## src/rtl/seq_divider.sv

```systemverilog
// seq_divider -- multi-cycle RV32M divide unit (DIV, DIVU, REM, REMU).
//
// Radix-2 restoring division over operand magnitudes, one quotient bit per
// clock, followed by a sign fix-up cycle. Fixed latency: valid_o is high in
// the cycle after the 34th rising edge, counting the edge that accepted
// start_i as edge 1.
//
// Optional feature (macro DIV_EARLY_OUT_EN): divide-by-zero and signed
// overflow skip the iteration loop. IDLE -> DONE on the start edge,
// busy_o high for one cycle, and valid_o high in the cycle after the 2nd edge.
// With the macro undefined these cases take the normal 34-edge path and
// produce the same results.
//
// Ports:
//   clk_i        in   rising-edge clock
//   rst_ni       in   asynchronous active-low reset
//   start_i      in   request, sampled only in IDLE
//   op_i[1:0]    in   00 DIV, 01 DIVU, 10 REM, 11 REMU
//   operand_a_i  in   dividend (rs1)
//   operand_b_i  in   divisor (rs2)
//   flush_i      in   abort the in-flight operation
//   busy_o       out  high whenever the FSM is not in IDLE
//   valid_o      out  one-cycle pulse, result_o is valid in this cycle
//   result_o     out  quotient or remainder, held until the next result
//   dbg_state_o  out  current FSM state (IDLE=0, CALC=1, FIX=2, DONE=3)
//
// Handshake: a request is accepted on a rising edge where start_i=1,
// flush_i=0 and the unit is in IDLE (busy_o=0). While busy_o=1, start_i is
// ignored and nothing is queued. Every accepted request that is not flushed
// produces exactly one valid_o pulse. flush_i while busy returns to IDLE on
// the next edge without a pulse and leaves result_o unchanged.

module seq_divider #(
  parameter int XLEN  = 32,
  parameter int CNT_W = 5
) (
  input  logic            clk_i,
  input  logic            rst_ni,
  input  logic            start_i,
  input  logic [1:0]      op_i,
  input  logic [XLEN-1:0] operand_a_i,
  input  logic [XLEN-1:0] operand_b_i,
  input  logic            flush_i,
  output logic            busy_o,
  output logic            valid_o,
  output logic [XLEN-1:0] result_o,
  output logic [1:0]      dbg_state_o
);

  typedef enum logic [1:0] {
    IDLE = 2'd0,
    CALC = 2'd1,
    FIX  = 2'd2,
    DONE = 2'd3
  } state_t;

  localparam logic [1:0] OP_DIV = 2'b00;
  localparam logic [1:0] OP_REM = 2'b10;

  state_t            state_q;
  logic [1:0]        op_q;
  logic [XLEN-1:0]   quo_q;   // dividend shifting out at the top, quotient bits shifting in at the bottom
  logic [XLEN-1:0]   div_q;   // divisor magnitude
  logic [XLEN-1:0]   rem_q;   // partial remainder
  logic [CNT_W-1:0]  cnt_q;
  logic              qs_q;    // quotient must be negated (DIV only)
  logic              rs_q;    // remainder must be negated (REM only)

  assign dbg_state_o = state_q;

  // Operand conditioning at accept time. A 32-bit negate of 0x8000_0000 is
  // 0x8000_0000, which is the correct magnitude when read as unsigned.
  logic            signed_op;
  logic            b_zero;
  logic [XLEN-1:0] abs_a;
  logic [XLEN-1:0] abs_b;

  assign signed_op = ~op_i[0];
  assign b_zero    = (operand_b_i == '0);
  assign abs_a     = (signed_op && operand_a_i[XLEN-1]) ? -operand_a_i : operand_a_i;
  assign abs_b     = (signed_op && operand_b_i[XLEN-1]) ? -operand_b_i : operand_b_i;

  // One restoring step. The shifted remainder needs XLEN+1 bits for the
  // compare. After a subtract it is always below the divisor, so the stored
  // remainder fits in XLEN bits.
  logic [XLEN:0]   rem_shift;
  logic            rem_ge;
  logic [XLEN-1:0] rem_sub;

  assign rem_shift = {rem_q, quo_q[XLEN-1]};
  assign rem_ge    = (rem_shift >= {1'b0, div_q});
  assign rem_sub   = rem_shift[XLEN-1:0] - div_q;

  // Sign fix-up. With a zero divisor the loop yields Q = all ones and R = |a|.
  // qs is cleared for that case so DIV keeps all ones, and negating R restores
  // the original dividend for REM.
  logic [XLEN-1:0] quo_fix;
  logic [XLEN-1:0] rem_fix;

  assign quo_fix = (op_q == OP_DIV && qs_q) ? -quo_q : quo_q;
  assign rem_fix = (op_q == OP_REM && rs_q) ? -rem_q : rem_q;

`ifdef DIV_EARLY_OUT_EN
  logic            early_q;
  logic            ovf;
  logic            special;
  logic [XLEN-1:0] special_res;

  assign ovf         = signed_op && (operand_a_i == {1'b1, {(XLEN-1){1'b0}}}) && (operand_b_i == '1);
  assign special     = b_zero || ovf;
  // Overflow: quotient is the dividend itself (0x8000_0000) and remainder is 0.
  assign special_res = b_zero ? (op_i[1] ? operand_a_i : '1)
                              : (op_i[1] ? '0 : operand_a_i);
`endif

  always_ff @(posedge clk_i or negedge rst_ni) begin
    if (!rst_ni) begin
      state_q  <= IDLE;
      op_q     <= '0;
      quo_q    <= '0;
      div_q    <= '0;
      rem_q    <= '0;
      cnt_q    <= '0;
      qs_q     <= 1'b0;
      rs_q     <= 1'b0;
      busy_o   <= 1'b0;
      valid_o  <= 1'b0;
      result_o <= '0;
`ifdef DIV_EARLY_OUT_EN
      early_q  <= 1'b0;
`endif
    end else begin
      valid_o <= 1'b0;
      case (state_q)
        IDLE: begin
          // flush_i wins over a simultaneous start_i.
          if (start_i && !flush_i) begin
            op_q    <= op_i;
            quo_q   <= abs_a;
            div_q   <= abs_b;
            rem_q   <= '0;
            cnt_q   <= CNT_W'(XLEN - 1);
            qs_q    <= (operand_a_i[XLEN-1] ^ operand_b_i[XLEN-1]) & ~b_zero;
            rs_q    <= operand_a_i[XLEN-1];
            busy_o  <= 1'b1;
            state_q <= CALC;
`ifdef DIV_EARLY_OUT_EN
            if (special) begin
              // Park the answer in quo_q so a flush in DONE leaves result_o untouched.
              quo_q   <= special_res;
              early_q <= 1'b1;
              state_q <= DONE;
            end
`endif
          end
        end

        CALC: begin
          if (flush_i) begin
            busy_o  <= 1'b0;
            state_q <= IDLE;
          end else begin
            rem_q <= rem_ge ? rem_sub : rem_shift[XLEN-1:0];
            quo_q <= {quo_q[XLEN-2:0], rem_ge};
            cnt_q <= cnt_q - 1'b1;
            if (cnt_q == '0) begin
              state_q <= FIX;
            end
          end
        end

        FIX: begin
          if (flush_i) begin
            busy_o  <= 1'b0;
            state_q <= IDLE;
          end else begin
            result_o <= op_q[1] ? rem_fix : quo_fix;
            valid_o  <= 1'b1;
            state_q  <= DONE;
          end
        end

        DONE: begin
          busy_o  <= 1'b0;
          state_q <= IDLE;
`ifdef DIV_EARLY_OUT_EN
          // Early-out results are published on the DONE -> IDLE edge.
          if (early_q && !flush_i) begin
            result_o <= quo_q;
            valid_o  <= 1'b1;
          end
          early_q <= 1'b0;
`endif
        end

        default: begin
          busy_o  <= 1'b0;
          state_q <= IDLE;
        end
      endcase
    end
  end

endmodule
```

## config.mk

```make
export PLATFORM = sky130hd
export DESIGN_NAME = seq_divider
export DESIGN_NICKNAME = d
export VERILOG_FILES = /design/src/rtl/seq_divider.sv
export SDC_FILE = /design/constraint.sdc
export NUM_CORES = 1
export LEC_CHECK = 0
export CAP_MARGIN = 40
export CORE_MARGIN = 2
export CORE_UTILIZATION = 44
export DETAILED_ROUTE_END_ITERATION = 10
export PLACE_DENSITY = 0.71
export SLEW_MARGIN = 20
export SYNTH_ARGS = -nofsm -noshare
export SYNTH_HDL_FRONTEND = slang
export SYNTH_SLANG_ARGS = --single-unit
```

## constraint.sdc

```tcl
create_clock -name clk_i -period 5.25 [get_ports clk_i]
set_input_delay 1.05 -clock clk_i [delete_from_list [all_inputs] [get_ports clk_i]]
set_output_delay 1.05 -clock clk_i [all_outputs]
set_load 0.03 [all_outputs]
```

## Word level (Yosys, flattened, before mapping)

Cells that the tools add are included.

| word-level totals | value |
|---|---|
| output and inout bits | 36 |
| register bits | 141 |
| input port bits | 70 |
| word-level logic and storage cells | 73 |

| operators by class | value |
|---|---|
| muxes and demuxes | 25 |
| bitwise operators | 5 |
| equal/unequal tests | 8 |
| magnitude comparators | 1 |
| $add $sub $neg | 6 |
| reductions and logical operators | 17 |

Operators with widths:

| cell | number |
|---|---|
| 32-bit two-way mux | 10 |
| 32-bit negator | 4 |
| 32-bit one-hot mux with 2 select lines | 2 |
| 33-bit by 32-bit greater-or-equal comparator with 1-bit output | 1 |
| 32-bit zero test | 1 |
| 32-bit subtractor | 1 |
| 5-bit two-way mux | 2 |
| 5-bit one-hot mux with 2 select lines | 1 |
| 2-bit two-way mux | 4 |
| 2-bit one-hot mux with 4 select lines | 1 |
| 2-bit AND reduction | 4 |
| 2-bit equality test, second input constant | 3 |
| 1-bit logical AND | 5 |
| 5-bit zero test | 1 |
| 5-bit by 1-bit subtractor with 5-bit output, second input constant | 1 |
| 2-bit zero test | 2 |
| 1-bit two-way mux | 4 |
| 2-bit inequality test, second input constant | 2 |
| 3-bit inequality test, second input constant | 1 |
| 1-bit inverter | 3 |
| 1-bit one-hot mux with 3 select lines | 1 |
| 3-bit AND reduction | 1 |
| 2-bit by 1-bit equality test with 1-bit output, second input constant | 1 |
| 2-bit by 1-bit inequality test with 1-bit output, second input constant | 1 |
| 5 further kinds | 5 |

## Logic depth before layout (Yosys ltp)

| logic depth | value |
|---|---|
| word-level depth | 5 |
| mapped depth | 13 |
| gate-level depth less buffers | 12 |

## Least setup slack after synthesis

No wires, ideal clock.

| timing path | value |
|---|---|
| path kind | input port to flip-flop |
| start point | input port operand_a_i[8] |
| end point | register quo_q[27] |
| data required time | 5.119 ns |
| path buffers | 0 |
| setup slack | 2.215 ns |
| library setup time | 0.131 ns |
| stages | 7 |
| data arrival time | 2.905 ns |
| cells stage by stage | or4_1 or3_4 nor4_4 nand3_2 nor4_2 mux2i_1 o21ai_1 |

| on the way | value |
|---|---|
| word-level cells in the longest chain between the ends | 4 |

RTL lines:

| item | line | RTL |
|---|---|---|
| start, declared | 41 | `input logic [XLEN-1:0] operand_a_i,` |
| 32-bit negator | 80 | `assign abs_a = (signed_op && operand_a_i[XLEN-1]) ? -operand_a_i : operand_a_i;` |
| 32-bit two-way mux | 80 |  |
| 32-bit two-way mux | 137 | `if (start_i && !flush_i) begin` |
| 32-bit one-hot mux with 2 select lines | 134 | `case (state_q)` |
| end signal, assigned | 139 | `quo_q <= abs_a;` |
| end signal, assigned | 164 | `quo_q <= {quo_q[XLEN-2:0], rem_ge};` |
| end, declared | 62 | `logic [XLEN-1:0] quo_q;` |

No other way between the ends. The select of a mux whose other input is x is not followed.
A chain may end at the register's enable or synchronous reset.

## Worst setup path in the final report

| timing path | value |
|---|---|
| start point | register quo_q[31] |
| end point | register rem_q[30] |

| on the way | value |
|---|---|
| word-level cells in the longest chain between the ends | 4 |
| elaborated cells on any way between the ends | 5 |
| those cells by class | add/sub (1); order compare (1); mux (3) |

RTL lines:

| item | line | RTL |
|---|---|---|
| 32-bit subtractor or 33-bit by 32-bit greater-or-equal comparator with 1-bit output (tied branches) | 92, 91 |  |
| 32-bit two-way mux * | 163 | `rem_q <= rem_ge ? rem_sub : rem_shift[XLEN-1:0];` |
| 32-bit two-way mux * | 159 | `if (flush_i) begin` |
| 32-bit one-hot mux with 2 select lines * | 134 |  |
| end signal, assigned | 163 |  |
| end, declared | 64 | `logic [XLEN-1:0] rem_q;` |

Every way passes the cells marked *; elsewhere a longest branch is shown, timed or not. The select of a mux whose other input is x is not followed.

==> qor.yml <==
clk_latency_ns: 0.42
synth-seq-cells: 141
setup_viol: 0
post_cts_resized: 0
routed_via_density: 5.769
fin_nets: 1458
first_global_vias: 9335
cp_common_cell: "inv_1"
synth_area_leaders: "dfrtp_1, o21ai_0, xnor2_1, nand2_1, ha_1"
io_pins: 106
portBuffers: 105
ctsHtreeMaxLevel: 4
synth-edff-count: 0
drtPass1Iterations: 5
crit_fanout: 5
synth-compound-area-share_pct: 23.70
skew_ns: 0.008183
finalNonFillerCells: 1676
hpwlAfterDp_um: 20860
path_delay_family: "compound AO/OA/AOI/OAI gates"
slowest_delay_ns: 0.54
cp.required_ns: 5.56
grt_max_degree: 71
synthMuxAreaShare_pct: 3.111
overflow: 0
tns_ns: 0
netlist.area_leader.share_pct: 33.62
critPathBufInv: 2
synth_cells: 1266
synth.avg_cell_area_um2: 8.291
status: "completed"
die_w_um: 158.5
ys_seq_area_share_pct: 33.62
cap_violations: 0
worst_slack_ns: 1.686
post_cts_buffers: 0
post_route_cells_drive_above_1_share_pct: 6.116
yosysTopAreaCell: "dfrtp_1"
multiInputGateArea_mm2: 0.006506
cts_buffer_depth: 2
rsz0062_at_grt: "no"
yosys.area_share.adder_pct: 5.197
cp_slowest_cell: "a2111oi_4"
fin_util_pct: 53.32
syn_nets: 1379
p_leak_nw: 5.198
start_util_pct: 44.72
place_inst: 1642
grt_first_pass_wirelength_um: 47090
routabilityCongestion: 0.8836
async_flop_share_pct: 100.0
die_area_mm2: 0.02511
worstPathArrival_ns: 3.87
grt.total_usage_pct: 23.45
pre_cts_slack_ns: 1.528
fillerInstances: 2182
cts_buffers: 17
clk_pin_slew_ns: 0.06
worst_pin_slew_ns: 0.7177
postRouteWirelength_um: 28830
drt_iter0_drc: 772
antenna_found_initial: 0
fp.dieH_um: 158.5
final.period_utilization_pct: 67.89
ctsHoldBuffers: 0
maxSlewViolCount: 0
max_freq_ghz: 0.2806
ir_drop_uv: 321.0
wire_per_inst_um: 17.20
hold_viol: 0
synth_cell_types: 79
crit_type: "reg2reg"
synth_top_family_by_area: "compound AO/OA/AOI/OAI gates"
fin_crit_ns: 3.564
maxSlewHeadroom_pct: 51.71
antennaDiodeCount: 0
antenna_left: 0
clock_tree.root_cell: "clkbuf_16"
cts_sinks: 141
rows: 56
vias: 9669
yosys.area_share.simple_pct: 18.68
syn2layout_area_growth_pct: 19.24
start_kind: "flip-flop"
synth_ff_type: "dfrtp_1"
hp-class: "reg2reg"
powerDensity_mw_per_mm2: 651.4
finalPower_w: 0.008152
setup.worst_path.end_class: "flip-flop"
crit_chain: "inv_1 > ha_1 > inv_1 > fa_1 > a21o_1 > a221oi_2 > o311ai_2 > a2111oi_4 > nor2_1 > a31oi_1 > mux2i_1 > nand2_1"
synth_area_mm2: 0.01050
ys_warn_count: 0
cts_tree: "done"
core_area_mm2: 0.02347
drc_errors: 0
final-seq-area_mm2: 0.003528
synth_xor_area_share_pct: 11.10
-- layer usage --
metal,vias to the layer above,part of all wire [%],GRT usage [%]
met5,-,0,0
met4,0,2.4,6.349
met3,43,4.6,3.838
met2,250,49,39.88
met1,4665,44,30.98
li1,4711,-,-
-- logic make-up after synthesis --
family / Yosys count
AOI/OAI and AO/OA: 399
and+or+nand+nor: 399
DFF: 141
xor gates and xnor gates: 133
buffers and inverters: 119
adders and majority gates: 43
muxes: 32
-- synth_stat cells (6+ instances only) --
cell / instances
inv_1: 58
xnor2_1: 74
nor2b_1: 7
nor2_1: 81
nor3_1: 32
o41ai_1: 9
and3_1: 11
a32o_1: 6
xor2_1: 59
clkbuf_1: 46
o221ai_1: 8
a21oi_1: 91
dfrtp_1: 141
a22oi_1: 24
nor4_1: 15
o31ai_1: 23
nand2_1: 150
nand4_1: 6
a31oi_1: 10
nand2b_1: 12
mux2i_1: 27
a21o_1: 16
or4_1: 14
ha_1: 42
o21ai_0: 163
or3_1: 12
nand3_1: 26
-- metrics by stage --
| stage | instance area, µm² | hold WS, ns |
|---|---|---|
| 6_report | 12520 | 0.4732 |
| 5_1_grt | 12520 | 0.5032 |
| 4_1_cts | 12470 | 0.4797 |
| 3_5_place_dp | 11810 | 0.4634 |
| 3_3_place_gp | 11780 | 0.4633 |
| 2_1_floorplan | 10500 | 0.4498 |
-- final cells by class --
| cell class | count | share of cell area (%) |
|---|---|---|
| well taps | 319 | 3.189 |
| multi-input cells | 1006 | 51.98 |
| flip-flops and latches | 141 | 28.19 |
| clock inverters | 10 | 1.490 |
| clock buffers | 21 | 3.759 |
| inverters | 58 | 1.739 |
| repair buffers | 121 | 9.647 |
-- worst reg2reg max path, cell delays in order (launching register included) --
cell	delay, ns
dfrtp_1	0.43
inv_1	0.20
ha_1	0.20
inv_1	0.05
fa_1	0.41
a21o_1	0.21
a221oi_2	0.45
o311ai_2	0.20
a2111oi_4	0.54
nor2_1	0.18
a31oi_1	0.27
mux2i_1	0.24
nand2_1	0.07
-- power by group --
part | internal [W] | total (W) | switching (W)
clock | 0.000879 | 0.00137 | 0.000488
combinational | 0.00190 | 0.00472 | 0.00282
sequential | 0.00154 | 0.00207 | 0.000523
total | 0.00432 | 0.00815 | 0.00383
-- cells in the final DEF (no fill, tap or decap), types with 24 or more instances in the layout --
cell               n
nor3_1            32
o21ai_0          163
a21oi_1           90
xor2_1            59
a22oi_1           24
ha_1              42
inv_1             58
nor2_1            80
clkdlybuf4s50_1  104
nand2_1          150
xnor2_1           74
nand3_1           26
mux2i_1           27
dfrtp_1          141
-- flip-flops by register name, summed over array words and instances, names as in the netlist --
signal       cells
busy_o           1
cnt_q            5
dbg_state_o      2
div_q           32
op_q             2
qs_q             1
quo_q           32
rem_q           32
result_o        32
rs_q             1
valid_o          1
-- worst paths after layout --
path	startpoint	endpoint	slack [ns]	depth (start not counted)
worst max-delay path	quo_q[31]$_DFFE_PN0P_	rem_q[30]$_DFFE_PN0P_	1.69	12
worst min-delay path	result_o[10]$_DFFE_PN0P_	result_o[10]$_DFFE_PN0P_	0.47	2
worst max register to register	quo_q[31]$_DFFE_PN0P_	rem_q[30]$_DFFE_PN0P_	1.69	12
worst min register to register	result_o[10]$_DFFE_PN0P_	result_o[10]$_DFFE_PN0P_	0.47	2
max in group asynchronous	rst_ni	rem_q[20]$_DFFE_PN0P_	3.61	2
min in group asynchronous	rst_ni	result_o[11]$_DFFE_PN0P_	0.59	1
No activity file was read; power rests on OpenSTA's default activity.
==> variant (same settings) <==
`XLEN`: 32 -> 48.
--- a/src/rtl/seq_divider.sv
+++ b/src/rtl/seq_divider.sv
@@ -32,5 +32,5 @@
 
 module seq_divider #(
-  parameter int XLEN  = 32,
+  parameter int XLEN  = 48,
   parameter int CNT_W = 5
 ) (
Interface: changed (resized operand_a_i, operand_b_i and result_o); port bits go from 106 to 154. No check against the original RTL was run, so the function may have changed too.
==> variant against the unedited design <==
First-iteration DRC count up 65%; critical path type unchanged; die area rose by 49%; cell count increased by 54%; fmax decreased by 13%; routed wire length rose by 58%; sequential cell count is 64 higher; area after synthesis increased by 50%; power up 50%; worst setup slack worse by 540 ps; design area rose by 49%.
==> variant: results (changes against the unedited design) <==
| Metric | Value |
|---|---|
| IO Port Bufs | `153 (was 105)` |
| Critical path arrival | `4510 ps (was 3870 ps)` |
| Iter 0 DRT Violations | `1275 (was 772)` |
| DRT Wirelength | `45.6 mm (was 28.8 mm)` |
| Leakage | `8.08 nW (was 5.20 nW)` |
| Syn nets | `2175 (was 1379)` |
| Skew-Pair Late Insertion Delay | `530 ps (was 420 ps)` |
| Antenna violations before repair | `1 (was 0)` |
| Synth unique cells | `67 (was 79)` |
| Worst VDD drop | `0.383 mV (was 0.321 mV)` |
| Sequential element share of the synthesized area | `32.5% (was 33.6%)` |
| GRT Total Usage | `23.7% (was 23.4%)` |
| Largest net degree at the start of global routing | `105 (was 71)` |
| Final #Nets | `2268 (was 1458)` |
| Switch Pwr | `0.00584 W (was 0.00383 W)` |
| # fillers | `3350 (was 2182)` |
| Status | `finished clean (unchanged)` |
| # placed instances | `2538 (was 1642)` |
| Vias in the first global route | `14300 (was 9335)` |
| Clock buffer count from CTS | `25 (was 17)` |
| Post-synth top cells | `o21ai_0, nand2_1, dfrtp_1, a21oi_1, nor2_1 (unchanged)` |
| Fin cells | `2582 (was 1676)` |
| DR vias/cell | `5.73 (was 5.77)` |
| Largest fanout on the critical path | `14 (was 5)` |
| Hold WC Path Type | `in -> async (was reg -> reg)` |
| Syn Inst Count | `2014 (was 1266)` |
| CP max-delay cell | `o31ai_2 (was a2111oi_4)` |
| Slew HR | `44.7% (was 51.7%)` |
| Layout cell share with drive strength beyond 1 | `5.09% (was 6.12%)` |
[variant: stage by stage]
stage | worst slack [ps] | instance area, um^2
finish | 1150 | 18600
global route | 791 | 18600
CTS | 1190 | 18600
detailed placement | 676 | 17700
global placement | 795 | 17700
floorplan | 1630 | 15800
[variant: power by group through the flow]
stage,combinational (W),clock [W],sequential (W)
3_3_place_gp,0.00717,0,0.00304
6_report,0.00736,0.00180,0.00304
4_1_cts,0.00732,0.00184,0.00304
3_5_place_dp,0.00729,0,0.00305
2_1_floorplan,0.00507,0,0.00313
5_1_grt,0.00818,0.00189,0.00314
[variant: worst reg2reg max path, delay by kind of cell (launching register included)]
kind            cells  cell delay, ps
flops               1             500
simple gates        1             180
compound gates      8            2580
mux                 1             380
fa+ha+maj           1             350
[variant: layout make-up]
| cell class | count | area (um^2) | share of cell area [%] |
|---|---|---|---|
| clock buffer | 32 | 722 | 3.88 |
| clock inverter | 9 | 125 | 0.672 |
| inverter | 85 | 319 | 1.71 |
| multi-input combinational | 1610 | 9930 | 53.3 |
| sequential | 205 | 5130 | 27.5 |
| tap | 461 | 577 | 3.10 |
| timing repair buffer | 180 | 1820 | 9.78 |
[variant: cells by family (layout without fill, tap and decap cells)]
kind of cell,after synthesis,in the layout,synth area share [%]
xor+xnor,220,220,12.2
fa+ha+maj,59,59,4.72
flops,205,205,32.5
simple gates,655,655,19.4
buf+inv,199,306,4.83
mux,58,58,3.72
compound gates,618,618,22.6
[variant: metal layers]
layer / routed length, um / vias to the layer above / track usage, %
met5: 13 / - / 0
met4: 1580 / 2 / 8.43
met3: 1960 / 94 / 2.81
met2: 22600 / 354 / 41.8
met1: 19400 / 7073 / 30.0
li1: - / 7281 / -
[variant: worst paths after layout]
check | start | to | slack [ps] | cells after the start
worst max-delay path | rem_q[0]$_DFFE_PN0P_ | rem_q[39]$_DFFE_PN0P_ | 1150 | 11
worst min-delay path | rst_ni | div_q[12]$_DFFE_PN0P_ | 450 | 1
worst max register to register | rem_q[0]$_DFFE_PN0P_ | rem_q[39]$_DFFE_PN0P_ | 1150 | 11
worst min register to register | div_q[17]$_DFFE_PN0P_ | div_q[17]$_DFFE_PN0P_ | 480 | 2
max in group asynchronous | rst_ni | quo_q[42]$_DFFE_PN0P_ | 3660 | 3
min in group clk_i | div_q[17]$_DFFE_PN0P_ | div_q[17]$_DFFE_PN0P_ | 480 | 2
